### config.mk
export PLATFORM = sky130hd
export DESIGN_NAME = sram_bank_responder_flat
export DESIGN_NICKNAME = d
export VERILOG_FILES = /design/src/rtl/sram_pkg.sv /design/src/rtl/sram_bank_responder_if.sv /design/src/rtl/sram_word_array.sv /design/src/rtl/sram_bank_responder.sv /design/src/flat_wrapper.sv
export SDC_FILE = /design/constraint.sdc
export NUM_CORES = 1
export LEC_CHECK = 0
export ABC_AREA = 0
export BUFFER_PORTS_ARGS = -buffer_cell sky130_fd_sc_hd__clkbuf_2
export CELL_PAD_IN_SITES_DETAIL_PLACEMENT = 1
export CELL_PAD_IN_SITES_GLOBAL_PLACEMENT = 1
export CORE_MARGIN = 10
export CORE_UTILIZATION = 55
export CTS_BUF_LIST = sky130_fd_sc_hd__clkbuf_4
export CTS_CLUSTER_DIAMETER = 50
export CTS_CLUSTER_SIZE = 20
export DETAILED_ROUTE_END_ITERATION = 12
export GPL_TIMING_DRIVEN = 0
export MAX_ROUTING_LAYER = met4
export PLACE_DENSITY = 0.95
export SETUP_SLACK_MARGIN = 0.1
export SYNTH_ARGS = -nofsm -noshare
export SYNTH_HDL_FRONTEND = slang
export SYNTH_SLANG_ARGS = --single-unit
### constraint.sdc
create_clock -name clk -period 3.2 [get_ports clk]
set_input_delay 0 -clock clk [delete_from_list [all_inputs] [get_ports clk]]
set_output_delay 0 -clock clk [all_outputs]
set_load 0.1 [all_outputs]
### src/rtl/sram_pkg.sv
// Shared definitions for the SRAM bank responder and the chip-select controller FSM.
package sram_pkg;

   localparam int DATA_W_DEF = 8;
   localparam int ADDR_W_DEF = 2;
   localparam int CNT_W      = 4;

   localparam logic RW_WRITE = 1'b1;
   localparam logic RW_READ  = 1'b0;

   typedef enum logic [1:0] {
      IDLE    = 2'b00,
      RD_WAIT = 2'b01,
      WR_WAIT = 2'b10,
      DONE    = 2'b11
   } state_t;

   // Counter preload: the access happens LAT edges after accept, the accept edge counts as one.
   function automatic logic [CNT_W-1:0] lat_load(input int lat);
      return CNT_W'(lat - 1);
   endfunction

endpackage

### src/rtl/sram_bank_responder_if.sv
// rw/valid command bus between the controller FSM (master) and the responder (slave).
interface sram_bank_responder_if #(
   parameter int DATA_W = sram_pkg::DATA_W_DEF,
   parameter int ADDR_W = sram_pkg::ADDR_W_DEF
);
   logic              valid;
   logic              rw;
   logic [ADDR_W-1:0] addr;
   logic [DATA_W-1:0] wdata;
   logic              ready;
   logic              busy;
   logic [DATA_W-1:0] rdata;
   logic              rdata_valid;
   logic              done;
   logic              protocol_err;

   modport master (
      output valid, rw, addr, wdata,
      input  ready, busy, rdata, rdata_valid, done, protocol_err
   );

   modport slave (
      input  valid, rw, addr, wdata,
      output ready, busy, rdata, rdata_valid, done, protocol_err
   );
endinterface

### src/rtl/sram_word_array.sv
// Small word array: one synchronous write port, one combinational read port, cleared on reset.
module sram_word_array #(
   parameter int DATA_W = 8,
   parameter int ADDR_W = 2
) (
   input  logic              clk,
   input  logic              reset,
   input  logic              we,
   input  logic [ADDR_W-1:0] waddr,
   input  logic [DATA_W-1:0] wdata,
   input  logic [ADDR_W-1:0] raddr,
   output logic [DATA_W-1:0] rdata
);
   localparam int DEPTH = 2 ** ADDR_W;

   logic [DATA_W-1:0] mem_q [DEPTH];

   always_ff @(posedge clk or posedge reset) begin
      if (reset) begin
         for (int i = 0; i < DEPTH; i++) mem_q[i] <= '0;
      end else if (we) begin
         mem_q[waddr] <= wdata;
      end
   end

   assign rdata = mem_q[raddr];

endmodule

### src/rtl/sram_bank_responder.sv
// Memory-side responder: accepts one rw/valid command per valid assertion, waits the
// programmed latency, then performs the access on the word array and strobes done.
//
//   state   | meaning
//   --------+-----------------------------------------------
//   IDLE    | waiting for valid with armed set
//   RD_WAIT | read latency countdown; array read at count 0
//   WR_WAIT | write latency countdown; array write at count 0
//   DONE    | one-cycle completion (done, rdata_valid on reads)
module sram_bank_responder
   import sram_pkg::*;
#(
   parameter int DATA_W    = DATA_W_DEF,
   parameter int ADDR_W    = ADDR_W_DEF,
   parameter int READ_LAT  = 2,
   parameter int WRITE_LAT = 1
) (
   input  logic                  clk,
   input  logic                  reset,
   sram_bank_responder_if.slave  bus
);
   localparam logic [CNT_W-1:0] RD_LOAD = lat_load(READ_LAT);
   localparam logic [CNT_W-1:0] WR_LOAD = lat_load(WRITE_LAT);

   state_t            state_q, state_d;
   logic [CNT_W-1:0]  cnt_q, cnt_d;
   logic              armed_q, armed_d;
   logic              rw_q;
   logic [ADDR_W-1:0] addr_q;
   logic [DATA_W-1:0] wdata_q;
   logic [DATA_W-1:0] rdata_q;
   logic              perr_q;

   logic              capture;
   logic              arr_we;
   logic              rd_load;
   logic              perr_set;
   logic [DATA_W-1:0] arr_rdata;

   always_ff @(posedge clk or posedge reset) begin
      if (reset) begin
         state_q <= IDLE;
         cnt_q   <= '0;
         armed_q <= 1'b1;
      end else begin
         state_q <= state_d;
         cnt_q   <= cnt_d;
         armed_q <= armed_d;
      end
   end

   always_comb begin
      state_d = state_q;
      cnt_d   = cnt_q;
      armed_d = armed_q;
      capture = 1'b0;
      arr_we  = 1'b0;
      rd_load = 1'b0;

      // Any low cycle of valid re-arms; a held valid cannot retrigger.
      if (!bus.valid) armed_d = 1'b1;

      case (state_q)
         IDLE: begin
            if (armed_q && bus.valid) begin
               capture = 1'b1;
               armed_d = 1'b0;
               if (bus.rw == RW_WRITE) begin
                  state_d = WR_WAIT;
                  cnt_d   = WR_LOAD;
               end else begin
                  state_d = RD_WAIT;
                  cnt_d   = RD_LOAD;
               end
            end
         end
         RD_WAIT: begin
            if (cnt_q == '0) begin
               rd_load = 1'b1;
               state_d = DONE;
            end else begin
               cnt_d = cnt_q - 1'b1;
            end
         end
         WR_WAIT: begin
            if (cnt_q == '0) begin
               arr_we  = 1'b1;
               state_d = DONE;
            end else begin
               cnt_d = cnt_q - 1'b1;
            end
         end
         DONE:    state_d = IDLE;
         default: state_d = IDLE;
      endcase

      // A fresh valid edge while busy is flagged and otherwise ignored.
      perr_set = (state_q != IDLE) && bus.valid && armed_q;
   end

   always_ff @(posedge clk or posedge reset) begin
      if (reset) begin
         rw_q    <= RW_READ;
         addr_q  <= '0;
         wdata_q <= '0;
      end else if (capture) begin
         rw_q    <= bus.rw;
         addr_q  <= bus.addr;
         wdata_q <= bus.wdata;
      end
   end

   always_ff @(posedge clk or posedge reset) begin
      if (reset) begin
         rdata_q <= '0;
      end else if (rd_load) begin
         rdata_q <= arr_rdata;
      end
   end

   always_ff @(posedge clk or posedge reset) begin
      if (reset) begin
         perr_q <= 1'b0;
      end else if (perr_set) begin
         perr_q <= 1'b1;
      end
   end

   sram_word_array #(
      .DATA_W (DATA_W),
      .ADDR_W (ADDR_W)
   ) u_array (
      .clk   (clk),
      .reset (reset),
      .we    (arr_we),
      .waddr (addr_q),
      .wdata (wdata_q),
      .raddr (addr_q),
      .rdata (arr_rdata)
   );

   assign bus.ready        = (state_q == IDLE) && armed_q;
   assign bus.busy         = (state_q != IDLE);
   assign bus.done         = (state_q == DONE);
   assign bus.rdata_valid  = (state_q == DONE) && (rw_q == RW_READ);
   assign bus.rdata        = rdata_q;
   assign bus.protocol_err = perr_q;

endmodule

### src/flat_wrapper.sv
// flat-port wrapper written by rule: the top's interface ports become plain ports
module sram_bank_responder_flat import sram_pkg::*;
#(
   parameter int DATA_W    = DATA_W_DEF,
   parameter int ADDR_W    = ADDR_W_DEF,
   parameter int READ_LAT  = 2,
   parameter int WRITE_LAT = 1
)
  (clk, reset, bus_valid, bus_rw, bus_addr, bus_wdata, bus_ready, bus_busy, bus_rdata, bus_rdata_valid, bus_done, bus_protocol_err);
  sram_bank_responder_if #(.DATA_W(DATA_W), .ADDR_W(ADDR_W)) bus_i ();
  input  logic clk;
  input  logic reset;
  input wire logic [$bits(bus_i.valid)-1:0] bus_valid;
  input wire logic [$bits(bus_i.rw)-1:0] bus_rw;
  input wire logic [$bits(bus_i.addr)-1:0] bus_addr;
  input wire logic [$bits(bus_i.wdata)-1:0] bus_wdata;
  output wire logic [$bits(bus_i.ready)-1:0] bus_ready;
  output wire logic [$bits(bus_i.busy)-1:0] bus_busy;
  output wire logic [$bits(bus_i.rdata)-1:0] bus_rdata;
  output wire logic [$bits(bus_i.rdata_valid)-1:0] bus_rdata_valid;
  output wire logic [$bits(bus_i.done)-1:0] bus_done;
  output wire logic [$bits(bus_i.protocol_err)-1:0] bus_protocol_err;
  assign bus_i.valid = bus_valid;
  assign bus_i.rw = bus_rw;
  assign bus_i.addr = bus_addr;
  assign bus_i.wdata = bus_wdata;
  assign bus_ready = bus_i.ready;
  assign bus_busy = bus_i.busy;
  assign bus_rdata = bus_i.rdata;
  assign bus_rdata_valid = bus_i.rdata_valid;
  assign bus_done = bus_i.done;
  assign bus_protocol_err = bus_i.protocol_err;
  sram_bank_responder #(.DATA_W(DATA_W), .ADDR_W(ADDR_W), .READ_LAT(READ_LAT), .WRITE_LAT(WRITE_LAT)) u_core (.clk(clk), .reset(reset), .bus(bus_i));
endmodule
==> results.md <==
- Synth Instances: 176
- Avg Inst Size Synth: 15.0 µm²
- Core Util, Final: 66.1%
- Grt ovf: 0
- Most frequent cells in the layout: 58 x dfrtp_1, 51 x mux2_2, 26 x clkbuf_2
- Detailed Route WL: between 6 and 7 mm
- Fraction of layout cells with a size suffix above 1: between 40% and 50%
- CTS tree: yes
- Critical Path Sink Type: flop
- Proportion of synthesized chip area in sequential cells: between 50% and 60%
- Initial antenna violation count: 0
- Req. time, crit path: roughly 3500 ps
- Wire per inst: 21.8 µm
- Synth Area in Adders: between 2 and 2.5%
- Hpwl dp: approximately 4.2 mm
- Post-synthesis async set-or-reset flop share: between 90% and 100%
- Post-cts resize count: 0
- DRC viols: 0
- DIE WIDTH: about 89 µm
- WS Path Type: flop to flop
- Post-synth EDFFs: 0
- Clk pin slew, worst setup/hold paths: 100 ps
- Syn nets: a little under 200
- XOR/XNOR Fraction of Synth Area: 0%
- Hold Path Class: primary input to async pin
- CTS Sinks: 59
- Vias in the first global route: 1941
- TritonCTS Buffers: 9
- Startpoint Class: flop
- Critical path peak fanout: 8
- I/O Buffers: 26
- Most common cell after layout, fill and taps aside: dfrtp_1
- Max_slew headroom: a little under 50%
- Ys Warns: 0
- Max cap viols: 0
- Post-route minimum period: around 2100 ps
- Vias per cell: 5.71
- Pwr/cell area: 1140 nW/µm²
- Top post-synthesis cells by area: dfrtp_1 55%, mux2_2 22%, mux4_2 6.8%
- Fin nets: 246
- RSZ-0062 raised after global routing: false
- All-Layer GR Usage: between 10% and 20%
- GP Congestion: 0.772
- Ys flop type: dfrtp_1
- Complex-gate fraction of the synthesized area: 4.73%
- Yosys top cell by area: dfrtp_1
- Hold_ws: about 170 ps
- Number of distinct library cells after synthesis: 36
- WP data arrival: 2380 ps
- Worst reg2reg path depth: 5
- Initial Util: 56.4%
- Via count: between 1500 and 2000
- Clock skew: between 15 and 20 ps
- Post-synthesis cell area: roughly 2600 µm²
- Final setup TNS: 0 ps
- Antenna viol nets, final: 0
- Antenna diodes: 0
- Die Height: between 80 and 90 µm
- Clock latency on the worst-skew pair: 410 ps
- I/O pin total: 27
- Mux share of post-synthesis cell area: 28.5%
- Pre-Repair DR Iteration Count: 4
- Num rows: 25
- Htree depth: 3
- Layout area overhead: 17.2%
- Final Hold Fails: 0
- Die area: 7980 µm²
- First DRT Iteration DRCs: slightly above 80
- Worst-Margin Slew: between 700 and 800 ps
- CTS Buffer Depth: 2
- Status: finished, final reports clean
- Largest net degree at the start of global routing: 37
- Peak supply drop: approximately 0.67 mV
- Finished Layout Cells: between 200 and 300
- Fin crit share: roughly two thirds
- FF+latch count, synth: just under 60
- Slew Viols, Final: 0
- Max Fclk: about 480 MHz
- Largest family of logic cells by synthesized area: multiplexers
- Placed cell count: around 260
- Worst R2R Setup Slack: 1110 ps
- Final setup vio count: 0
- Global-route wire length before repair: approximately 10 mm
- Root buffer cell: clkbuf_4
- Post-synthesis simple-gate area fraction: slightly below 6%
- Core Area: between 4000 and 5000 µm²
- Leakage: about 1.4 nW
- Synth top area share: a little over half
through the flow:
step / power (W) / setup WS [ps] / area (µm²)
finish: 0.00354 / 1110 / 3100
global route: 0.00376 / 996 / 3100
CTS: 0.00354 / 1120 / 3100
detailed placement: 0.00308 / 1170 / 2860
global placement: 0.00295 / 1060 / 2840
floorplan: 0.00269 / 550 / 2650
cells by family after synthesis:
group,after synthesis
buf+inv,15
simple gates,21
flops,59
mux,59
compound gates,17
fa+ha+maj,5
power breakdown:
group / switching, W / internal, W / total (W)
clock: 0.000265 / 0.000179 / 0.000443
sequential: 0.000240 / 0.00109 / 0.00133
combinational: 0.00107 / 0.000697 / 0.00176
total: 0.00157 / 0.00196 / 0.00354
registers in the layout (all words and copies together), names as in the netlist:
register / cells
u_core.addr_q: 2
u_core.armed_q: 1
u_core.u_array.mem_q: 32
u_core.cnt_q: 4
u_core.bus.protocol_err: 1
u_core.rw_q: 1
u_core.state_q: 2
u_core.bus.rdata: 8
u_core.wdata_q: 8
routing by layer:
| metal | track usage, % | part of all wire, % | vias up |
|---|---|---|---|
| met3 | 3.65 | 2.7 | 11 |
| met2 | 30.8 | 54 | 30 |
| li1 | - | - | 753 |
| met1 | 20.6 | 42 | 839 |
| met5 | - | 0 | - |
| met4 | 9.83 | 1.8 | 0 |
repair_timing:
item                                   CTS  global route
endpoints found under the hold margin   38             0
hold buffers                            13             0
buffers inserted                         0             0
final timing paths:
| kind | startpoint | endpoint |
|---|---|---|
| min in group clk | bus_wdata[0] | u_core.wdata_q[0] |
| hold reg to reg | u_core.bus.protocol_err | u_core.bus.protocol_err |
| setup reg to reg | u_core.cnt_q[0] | u_core.u_array.mem_q[0] |
| hold / removal | reset | u_core.u_array.mem_q[3] |
| max in group asynchronous | reset | u_core.u_array.mem_q[17] |
| setup / recovery | u_core.cnt_q[0] | u_core.u_array.mem_q[0] |
final cells by class:
class	instances	area, µm²
buffer	7	41.3
clock buffer	12	90.1
clock inverter	4	17.5
fill	446	1590
inverter	8	30.0
multi-input combinational	102	1100
sequential	59	1480
tap	54	67.6
timing repair buffer	40	280
worst max-delay path, cell delays in order (launching register included):
cell and delay [ps]:
dfrtp_1 410, inv_1 110, ha_1 290, nand4b_1 230
nor3b_4 530, mux2_2 410
synth_stat cells, types with 3 or more instances:
| library cell | n |
|---|---|
| buf_2 | 3 |
| buf_4 | 3 |
| dfrtp_1 | 58 |
| ha_1 | 5 |
| inv_1 | 8 |
| mux2_2 | 51 |
| mux4_2 | 8 |
| nand3b_1 | 3 |
| nor2_1 | 3 |
Power figures use the tool's default switching activity.
